$ cat src/rtl/csr_counter_file_if.sv
// Writeback CSR write/retire port plus the execute-stage CSR read port,
// bundled for the machine-mode counter file.
interface csr_counter_file_if;
  logic        csr_we_wb_i;
  logic        retire_wb_i;
  logic [11:0] csr_addr_wb_i;
  logic [31:0] csr_result_wb_i;
  logic [11:0] csr_addr_rd_i;
  logic [31:0] csr_data_o;
  logic        csr_illegal_o;

  modport master (
    output csr_we_wb_i, retire_wb_i, csr_addr_wb_i, csr_result_wb_i, csr_addr_rd_i,
    input  csr_data_o, csr_illegal_o
  );

  modport slave (
    input  csr_we_wb_i, retire_wb_i, csr_addr_wb_i, csr_result_wb_i, csr_addr_rd_i,
    output csr_data_o, csr_illegal_o
  );
endinterface

$ cat src/rtl/csr_counter_file.sv
// Machine-mode CSR storage: 64-bit mcycle/minstret, mcountinhibit, mscratch.
// Writes commit only with retire; the read port is a purely combinational mux.
module csr_counter_file #(
  parameter logic [31:0] MSCRATCH_RESET = 32'h0000_0000
) (
  input  logic                 clk_i,
  input  logic                 reset_i,
  csr_counter_file_if.slave    csr_bus
);

  logic        wr;
  logic [1:0]  inhibit_q, inhibit_d;   // [0] = CY, [1] = IR
  logic [31:0] mscratch_q, mscratch_d;
  logic [63:0] cnt_val [2];           // [0] = mcycle, [1] = minstret
  logic [31:0] rd_data;
  logic        rd_illegal;

  assign wr = csr_bus.csr_we_wb_i & csr_bus.retire_wb_i;

  genvar gi;
  generate
    for (gi = 0; gi < 2; gi++) begin : g_cnt
      localparam logic [11:0] LO_ADDR = 12'hB00 | 12'(2 * gi);
      localparam logic [11:0] HI_ADDR = 12'hB80 | 12'(2 * gi);
      logic        inc;
      logic [63:0] cnt_q, cnt_d;

      if (gi == 0) begin : g_inc
        assign inc = ~inhibit_q[0];
      end else begin : g_inc
        assign inc = ~inhibit_q[1] & csr_bus.retire_wb_i;
      end

      // A high-half write keeps the low-half increment but drops its carry.
      always_comb begin
        cnt_d = cnt_q;
        if (wr && csr_bus.csr_addr_wb_i == LO_ADDR) begin
          cnt_d = {cnt_q[63:32], csr_bus.csr_result_wb_i};
        end else if (wr && csr_bus.csr_addr_wb_i == HI_ADDR) begin
          cnt_d = {csr_bus.csr_result_wb_i, cnt_q[31:0] + {31'b0, inc}};
        end else if (inc) begin
          cnt_d = cnt_q + 64'd1;
        end
      end

      always_ff @(posedge clk_i) begin
        if (reset_i) begin
          cnt_q <= 64'd0;
        end else begin
          cnt_q <= cnt_d;
        end
      end

      assign cnt_val[gi] = cnt_q;
    end
  endgenerate

  always_comb begin
    inhibit_d  = inhibit_q;
    mscratch_d = mscratch_q;
    if (wr && csr_bus.csr_addr_wb_i == 12'h320) begin
      inhibit_d = {csr_bus.csr_result_wb_i[2], csr_bus.csr_result_wb_i[0]};
    end
    if (wr && csr_bus.csr_addr_wb_i == 12'h340) begin
      mscratch_d = csr_bus.csr_result_wb_i;
    end
  end

  always_ff @(posedge clk_i) begin
    if (reset_i) begin
      inhibit_q  <= 2'b00;
      mscratch_q <= MSCRATCH_RESET;
    end else begin
      inhibit_q  <= inhibit_d;
      mscratch_q <= mscratch_d;
    end
  end

  always_comb begin
    rd_data    = 32'd0;
    rd_illegal = 1'b0;
    case (csr_bus.csr_addr_rd_i)
      12'hB00, 12'hC00: rd_data = cnt_val[0][31:0];
      12'hB80, 12'hC80: rd_data = cnt_val[0][63:32];
      12'hB02, 12'hC02: rd_data = cnt_val[1][31:0];
      12'hB82, 12'hC82: rd_data = cnt_val[1][63:32];
      12'h320:          rd_data = {29'd0, inhibit_q[1], 1'b0, inhibit_q[0]};
      12'h340:          rd_data = mscratch_q;
      default:          rd_illegal = 1'b1;
    endcase
  end

  assign csr_bus.csr_data_o    = rd_data;
  assign csr_bus.csr_illegal_o = rd_illegal;

endmodule

$ cat src/flat_wrapper.sv
// flat-port wrapper written by rule: the top's interface ports become plain ports
module csr_counter_file_flat 
#(
  parameter logic [31:0] MSCRATCH_RESET = 32'h0000_0000
)
  (clk_i, reset_i, csr_bus_csr_we_wb_i, csr_bus_retire_wb_i, csr_bus_csr_addr_wb_i, csr_bus_csr_result_wb_i, csr_bus_csr_addr_rd_i, csr_bus_csr_data_o, csr_bus_csr_illegal_o);
  csr_counter_file_if csr_bus_i ();
  input  logic clk_i;
  input  logic reset_i;
  input wire logic [$bits(csr_bus_i.csr_we_wb_i)-1:0] csr_bus_csr_we_wb_i;
  input wire logic [$bits(csr_bus_i.retire_wb_i)-1:0] csr_bus_retire_wb_i;
  input wire logic [$bits(csr_bus_i.csr_addr_wb_i)-1:0] csr_bus_csr_addr_wb_i;
  input wire logic [$bits(csr_bus_i.csr_result_wb_i)-1:0] csr_bus_csr_result_wb_i;
  input wire logic [$bits(csr_bus_i.csr_addr_rd_i)-1:0] csr_bus_csr_addr_rd_i;
  output wire logic [$bits(csr_bus_i.csr_data_o)-1:0] csr_bus_csr_data_o;
  output wire logic [$bits(csr_bus_i.csr_illegal_o)-1:0] csr_bus_csr_illegal_o;
  assign csr_bus_i.csr_we_wb_i = csr_bus_csr_we_wb_i;
  assign csr_bus_i.retire_wb_i = csr_bus_retire_wb_i;
  assign csr_bus_i.csr_addr_wb_i = csr_bus_csr_addr_wb_i;
  assign csr_bus_i.csr_result_wb_i = csr_bus_csr_result_wb_i;
  assign csr_bus_i.csr_addr_rd_i = csr_bus_csr_addr_rd_i;
  assign csr_bus_csr_data_o = csr_bus_i.csr_data_o;
  assign csr_bus_csr_illegal_o = csr_bus_i.csr_illegal_o;
  csr_counter_file #(.MSCRATCH_RESET(MSCRATCH_RESET)) u_core (.clk_i(clk_i), .reset_i(reset_i), .csr_bus(csr_bus_i));
endmodule
$ cat config.mk
export PLATFORM = sky130hd
export DESIGN_NAME = csr_counter_file_flat
export DESIGN_NICKNAME = d
export VERILOG_FILES = /design/src/rtl/csr_counter_file_if.sv /design/src/rtl/csr_counter_file.sv /design/src/flat_wrapper.sv
export SDC_FILE = /design/constraint.sdc
export NUM_CORES = 1
export LEC_CHECK = 0
export BUFFER_PORTS_ARGS = -buffer_cell sky130_fd_sc_hd__buf_2
export CAP_MARGIN = 30
export CORE_ASPECT_RATIO = 0.9
export CORE_MARGIN = 1.5
export CORE_UTILIZATION = 50
export DETAILED_ROUTE_END_ITERATION = 12
export GPL_ROUTABILITY_DRIVEN = 0
export HOLD_SLACK_MARGIN = 0.05
export PLACE_DENSITY = 0.69
export SETUP_SLACK_MARGIN = 0.02
export SLEW_MARGIN = 30
export SYNTH_ARGS = -nofsm -noshare
export SYNTH_HDL_FRONTEND = slang
export SYNTH_SLANG_ARGS = --single-unit
$ cat constraint.sdc
create_clock -name clk_i -period 3.5 [get_ports clk_i]
set_input_delay 0.525 -clock clk_i [delete_from_list [all_inputs] [get_ports clk_i]]
set_output_delay 0.525 -clock clk_i [all_outputs]
set_load 0.005 [all_outputs]
==> qor.csv, run 1 <==
metric,value,unit
outcome,finished clean,
start_util,51.3,%
routed_wirelength,44100,um
synth_flop_cell,dfxtp_1,
synth_top_family_by_area,simple AND/OR/NAND/NOR gates,
ctsResizeCount,0,
synth-compound-area-share,24.4,%
rsz0062_at_grt,no,
synthMuxAreaShare,2.84,%
pin_count,93,
crit_path_start_kind,input port,
grtUsageMet2,54.7,%
cp_cell_sequence,"buf_2, and3b_1, o2111a_1, nor3b_2, buf_12, a222oi_1, nand2_1, buf_2",
cts_setup_buffers,0,
grt_pass1_vias,11100,
dieWidth,158,um
overflow,0,
critical_path.max_stage_delay,0.56,ns
synth-seq-cells,162,
syn_to_final_growth,12.5,%
worstHoldEndpoint,u_core.g_cnt[1].cnt_q[5],
cts_root_buf,clkbuf_16,
cts_inserted_buffers,17,
syn-num-nets,1505,
hp-class,input port to register,
antenna_cells,0,
antenna_found_initial,0,
die_y,142,um
crit-reg2reg-launch,u_core.g_cnt[1].cnt_q[11],
peakVddDrop,0.215,mV
ys_warn_count,0,
fmax,338,MHz
slew_viol_final,0,
tightest_slew,0.882,ns
finalHoldViolations,0,
rows,50,
yosys.area_share.adder,0.698,%
first_pass_iters,8,
cts_tree,built,
avgSynthCellArea,7.48,um^2
syn_inst,1439,
cts_hold_buf,0,
vias_per_cell,7.06,
clk_latency,0.45,ns
clk_path_buf_depth,2,
hp-start,csr_bus_csr_result_wb_i[5],
critPathRequiredTime,2.97,ns
max_slew_margin,40.7,%
fillerInstances,1953,
drc,0,
grt_pass1_wl,67300,um
r2r_cells,6,
synth_edf_count,0,
layout-drive-gt1-share,14.0,%
path_common_cell,buf_2,
path_buf_inv,3,
async_reset_ff_share,0,%
crit_type,input port to primary output,
min_path_cells,3,
cts_sinks,162,
power.leakage,3.95,nW
synth_area,10800,um^2
synth_simple_gate_area_share,32.8,%
route.vias.total,12600,
power_density,319,nW/um^2
io_buffers,92,
top_usage_layer,met1,
dieArea,22400,um^2
fin_skew,0.0139,ns
use_met3,9.07,%
track_usage,39.6,%
fin_nets,1559,
cp_top_family,compound AO/OA/AOI/OAI gates,
synth_xor_area_share,4.15,%
power,0.00386,W
yosysSeqAreaShare,30.2,%
arrival,2.43,ns
design.core.area,21000,um^2
rrSetupSlack,0.62,ns
slowest_stage,a222oi_1,
clk_pin_slew_worst_paths,0.07,ns
worst-path-max-fanout,30,
timing.rr.end,u_core.g_cnt[1].cnt_q[47],
finalCritPeriodShare,84.5,%
met1_usage,56.0,%
cp.depth,8,
cap_violations,0,
dp_hpwl,31700,um
routedWlPerCell,24.6,um
setup_violations,0,
grt_start_max_net_pins,63,
fin_tns_setup,0,ns
ant_nets,0,
ys_types,82,
endpoint_kind,primary output,
critPathLaunch,csr_bus_csr_addr_rd_i[8],
htree_levels,4,
fin_crit,2.96,ns
drtIter0Drc,2229,
-- cell type report --
type	instances	area [um^2]	share of cell area [%]
Clock buffer	20	447	3.69
Clock inverter	10	65.1	0.538
Inverter	15	56.3	0.465
Multi-Input combinational cell	1150	7030	58.1
Sequential cell	162	3240	26.8
Tap cell	286	358	2.96
Timing Repair Buffer	147	901	7.44
-- where the power goes --
part / switching [W] / internal (W) / leakage (nW)
clock network: 0.000830 / 0.000913 / 0.247
logic: 0.000184 / 0.0000735 / 2.40
registers: 0.0000149 / 0.00185 / 1.31
total: 0.00103 / 0.00283 / 3.95
-- state kept, by name (all words and copies together) (netlist names) --
signal and cells:
u_core.inhibit_q 2, u_core.mscratch_q 32, u_core.g_cnt.cnt_q 128
-- per-stage QoR --
stage / hold WS, ns / cell area, um^2 / utilization (%) / setup WS, ns / std cells
6_report: 0.368 / 12100 / 57.7 / 0.542 / 1790
5_1_grt: 0.368 / 12100 / 57.7 / 0.454 / 1790
4_1_cts: 0.369 / 12100 / 57.7 / 0.587 / 1790
3_5_place_dp: 0.443 / 11600 / 55.3 / 0.320 / 1760
3_3_place_gp: 0.438 / 11600 / 55.3 / 0.373 / 1760
2_1_floorplan: 0.431 / 10800 / - / 0.693 / 1439
-- cell usage in the layout (no fill, tap or decap), drive strengths merged, types with 12 or more instances in the layout --
| master | n |
|---|---|
| a211oi | 12 |
| a21oi | 99 |
| a22oi | 100 |
| a31oi | 32 |
| and3 | 28 |
| and4 | 20 |
| buf | 147 |
| clkbuf | 20 |
| dfxtp | 162 |
| inv | 14 |
| mux2i | 20 |
| nand2 | 214 |
| nand3 | 94 |
| nand4 | 74 |
| nor2 | 79 |
| nor3 | 36 |
| nor4 | 41 |
| o211ai | 13 |
| o21ai | 58 |
| o22ai | 23 |
| or4 | 18 |
| xnor2 | 24 |
| xor2 | 27 |
-- worst reg2reg max path, cell delays in order, from the launching register on --
cell	delay, ns
dfxtp_1	0.52
nand3_1	0.29
nor4_4	0.54
nand4_1	0.47
nor4_1	0.46
mux2_2	0.38
a21oi_1	0.14
-- worst max path at each step --
stage and end:
3_5_place_dp u_core.g_cnt[0].cnt_q[15], 2_1_floorplan u_core.g_cnt[1].cnt_q[13], 4_1_cts csr_bus_csr_data_o[31], 6_report csr_bus_csr_data_o[9], 5_1_grt csr_bus_csr_data_o[12], 3_3_place_gp u_core.g_cnt[0].cnt_q[15]
-- synth_stat cells, types with 4 or more instances --
master / number / area share (%)
inv_1: 13 / 0.45
a21o_1: 4 / 0.28
nor4_2: 4 / 0.47
o21a_1: 5 / 0.35
o311ai_0: 6 / 0.49
a31oi_1: 32 / 1.9
and2_1: 9 / 0.52
o211ai_1: 13 / 0.91
xnor2_1: 24 / 2.0
o32ai_1: 4 / 0.33
nand3_1: 94 / 4.4
a22oi_1: 100 / 7.0
o31a_1: 4 / 0.33
nor2_1: 77 / 2.7
nor2b_1: 5 / 0.29
buf_2: 26 / 1.2
nor3_1: 35 / 1.6
o22ai_1: 23 / 1.3
clkbuf_1: 80 / 2.8
a222oi_1: 7 / 0.65
nor4_4: 4 / 0.79
a41oi_1: 5 / 0.41
a21oi_1: 99 / 4.6
a211oi_1: 12 / 0.84
nand2_1: 214 / 7.5
nand4b_1: 6 / 0.49
o21ai_0: 56 / 2.6
nand4_1: 73 / 4.2
and3_1: 28 / 1.6
ha_1: 6 / 0.70
xor2_1: 27 / 2.2
and4_1: 20 / 1.6
mux2_2: 5 / 0.52
nor3b_1: 5 / 0.35
nor4_1: 33 / 1.9
mux2i_1: 19 / 1.8
dfxtp_1: 162 / 30
nand2b_1: 4 / 0.23
or3_1: 10 / 0.58
a32oi_1: 6 / 0.49
or4_1: 17 / 1.2
-- metal layers --
| layer | vias to the layer above | wire length, um |
|---|---|---|
| li1 | 5593 | - |
| met1 | 5825 | 17700 |
| met2 | 1001 | 17500 |
| met3 | 212 | 5920 |
| met4 | 0 | 2990 |
| met5 | - | 0 |
-- cell families (layout without fill, tap and decap cells) --
family,after synthesis,in the layout
flops,162,162
simple gates,665,665
mux,27,27
buf+inv,127,192
xor+xnor,51,51
fa+ha+maj,6,6
compound gates,401,401
Note: power is estimated with default switching activity, not from simulation.
==> run 2, diff against run 1 <==
==> constraint.sdc (replaced) <==
create_clock -name clk_i -period 2.85 [get_ports clk_i]
set_input_delay 0.4275 -clock clk_i [delete_from_list [all_inputs] [get_ports clk_i]]
set_output_delay 0.4275 -clock clk_i [all_outputs]
set_load 0.005 [all_outputs]
==> run 2 against run 1 <==
Die area stayed put. Cell count increased by 2.7%. Global-route usage increased by 0.42 points. Clock power is 39% higher. Flip-flop and latch count unchanged. Worst hold slack lost 0.12 ns. Critical path depth fell by 2. Total power grew 31%. Combinational power rose by 35%. Clock skew shrank 0.0023 ns. Clock-buffer cell count decreased by 1. Sequential share of layout area is 1.2 points lower.
==> qor.csv, run 2 (synthesis gave the netlist of run 1 again) <==
metric,value,unit
outcome,finished clean,
ant_nets,0,
drtIter0Drc,2335,
cap_violations,0,
largest_register_ffs,128,
overflow,0,
crit_type,register to register,
setup_violations,0,
first_pass_iters,9,
grt_pass1_wl,68100,um
htree_levels,4,
max_slew_margin,32.5,%
rsz0062_at_grt,no,
cts_sinks,162,
cts_root_buf,clkbuf_16,
arrival,3.11,ns
fin_crit,2.75,ns
hp-class,input port to register,
grt_pass1_vias,11700,
route.vias.total,13000,
layout-drive-gt1-share,17.0,%
io_buffers,92,
vias_per_cell,7.08,
dieWidth,158,um
routed_wirelength,44800,um
peakVddDrop,0.331,mV
worst-path-max-fanout,8,
antenna_cells,0,
cts_tree,built,
dp_hpwl,32400,um
top_regs,"u_core.g_cnt.cnt_q x128, u_core.mscratch_q x32, u_core.inhibit_q x2",
routedWlPerCell,24.4,um
finalHoldViolations,0,
syn_to_final_growth,17.7,%
dieArea,22400,um^2
power_density,398,nW/um^2
fin_util,60.4,%
fmax,363,MHz
drc,0,
finalCritPeriodShare,96.6,%
slew_viol_final,0,
final_common_cell,nand2_1,
fin_tns_setup,0,ns
grt_start_max_net_pins,73,
clk_latency,0.44,ns
crit_path_start_kind,register,
power.leakage,4.26,nW
track_usage,40.1,%
cts_hold_buf,0,
final_cell_mix,"nand2_1 (214), dfxtp_1 (162), a22oi_1 (100)",
fin_skew,0.0116,ns
die_y,142,um
critPathRequiredTime,3.21,ns
clk_pin_slew_worst_paths,0.07,ns
cts_inserted_buffers,17,
regMostFlops,u_core.g_cnt.cnt_q,
power,0.00504,W
clk_path_buf_depth,2,
fillerInstances,1944,
timing.hold.ws,0.249,ns
endpoint_kind,register,
antenna_found_initial,0,
fin_nets,1606,
tightest_slew,1.00,ns
design.core.area,21000,um^2
rows,50,
start_util,51.3,%
pin_count,93,
## run 2: final timing paths
| check | cells past startpoint | endpoint | start | slack (ns) |
|---|---|---|---|---|
| setup / recovery | 6 | u_core.g_cnt[0].cnt_q[39] | u_core.g_cnt[0].cnt_q[18] | 0.1 |
| hold / removal | 2 | u_core.g_cnt[1].cnt_q[34] | reset_i | 0.25 |
| setup reg to reg | 6 | u_core.g_cnt[0].cnt_q[39] | u_core.g_cnt[0].cnt_q[18] | 0.1 |
| hold reg to reg | 2 | u_core.mscratch_q[21] | u_core.mscratch_q[21] | 0.45 |
## run 2: per-layer routing
metal	GRT usage, %	up-vias	part of all wire (%)
met1	55.3	6062	40
met2	57.4	1076	41
met4	20.9	0	5.6
li1	-	5698	-
met3	9.87	179	14
met5	0	-	0
## run 2: power by group
part	internal (W)	switching, W	leakage, nW
registers	0.00227	0.0000139	1.31
clock network	0.00135	0.00106	0.293
logic	0.000106	0.000240	2.66
## run 2: final cells by class
| type | instances | area [um^2] | share of cell area [%] |
|---|---|---|---|
| multi-input cells | 1150 | 7030 | 55.5 |
| inverters | 15 | 56.3 | 0.445 |
| flip-flops and latches | 162 | 3240 | 25.6 |
| well taps | 286 | 358 | 2.83 |
| clock inverters | 13 | 151 | 1.20 |
| repair buffers | 194 | 1370 | 10.8 |
| clock buffers | 19 | 453 | 3.58 |
## run 2: critical path, stage by stage (launching register included)
cell      delay (ns)
dfxtp_1         0.44
and4_1          0.41
nand3_1         0.30
nor4_1          0.93
nand3_1         0.18
xor2_1          0.19
a211oi_1        0.23
## run 2: repair_timing
| item | CTS | global route |
|---|---|---|
| buffers inserted | 0 | 0 |
| resized for setup | 0 | 2 |
| endpoints found under the setup margin | 0 | 11 |
## run 2: metrics by stage
| step | cell area (um^2) | instances | worst slack [ns] |
|---|---|---|---|
| CTS | 12600 | 1839 | 0.114 |
| global placement | 12000 | 1807 | -0.0537 |
| floorplan | 10800 | 1439 | 0.141 |
| detailed placement | 12000 | 1807 | -0.0972 |
| finish | 12700 | 1839 | 0.0973 |
| global route | 12700 | 1839 | 0.0921 |
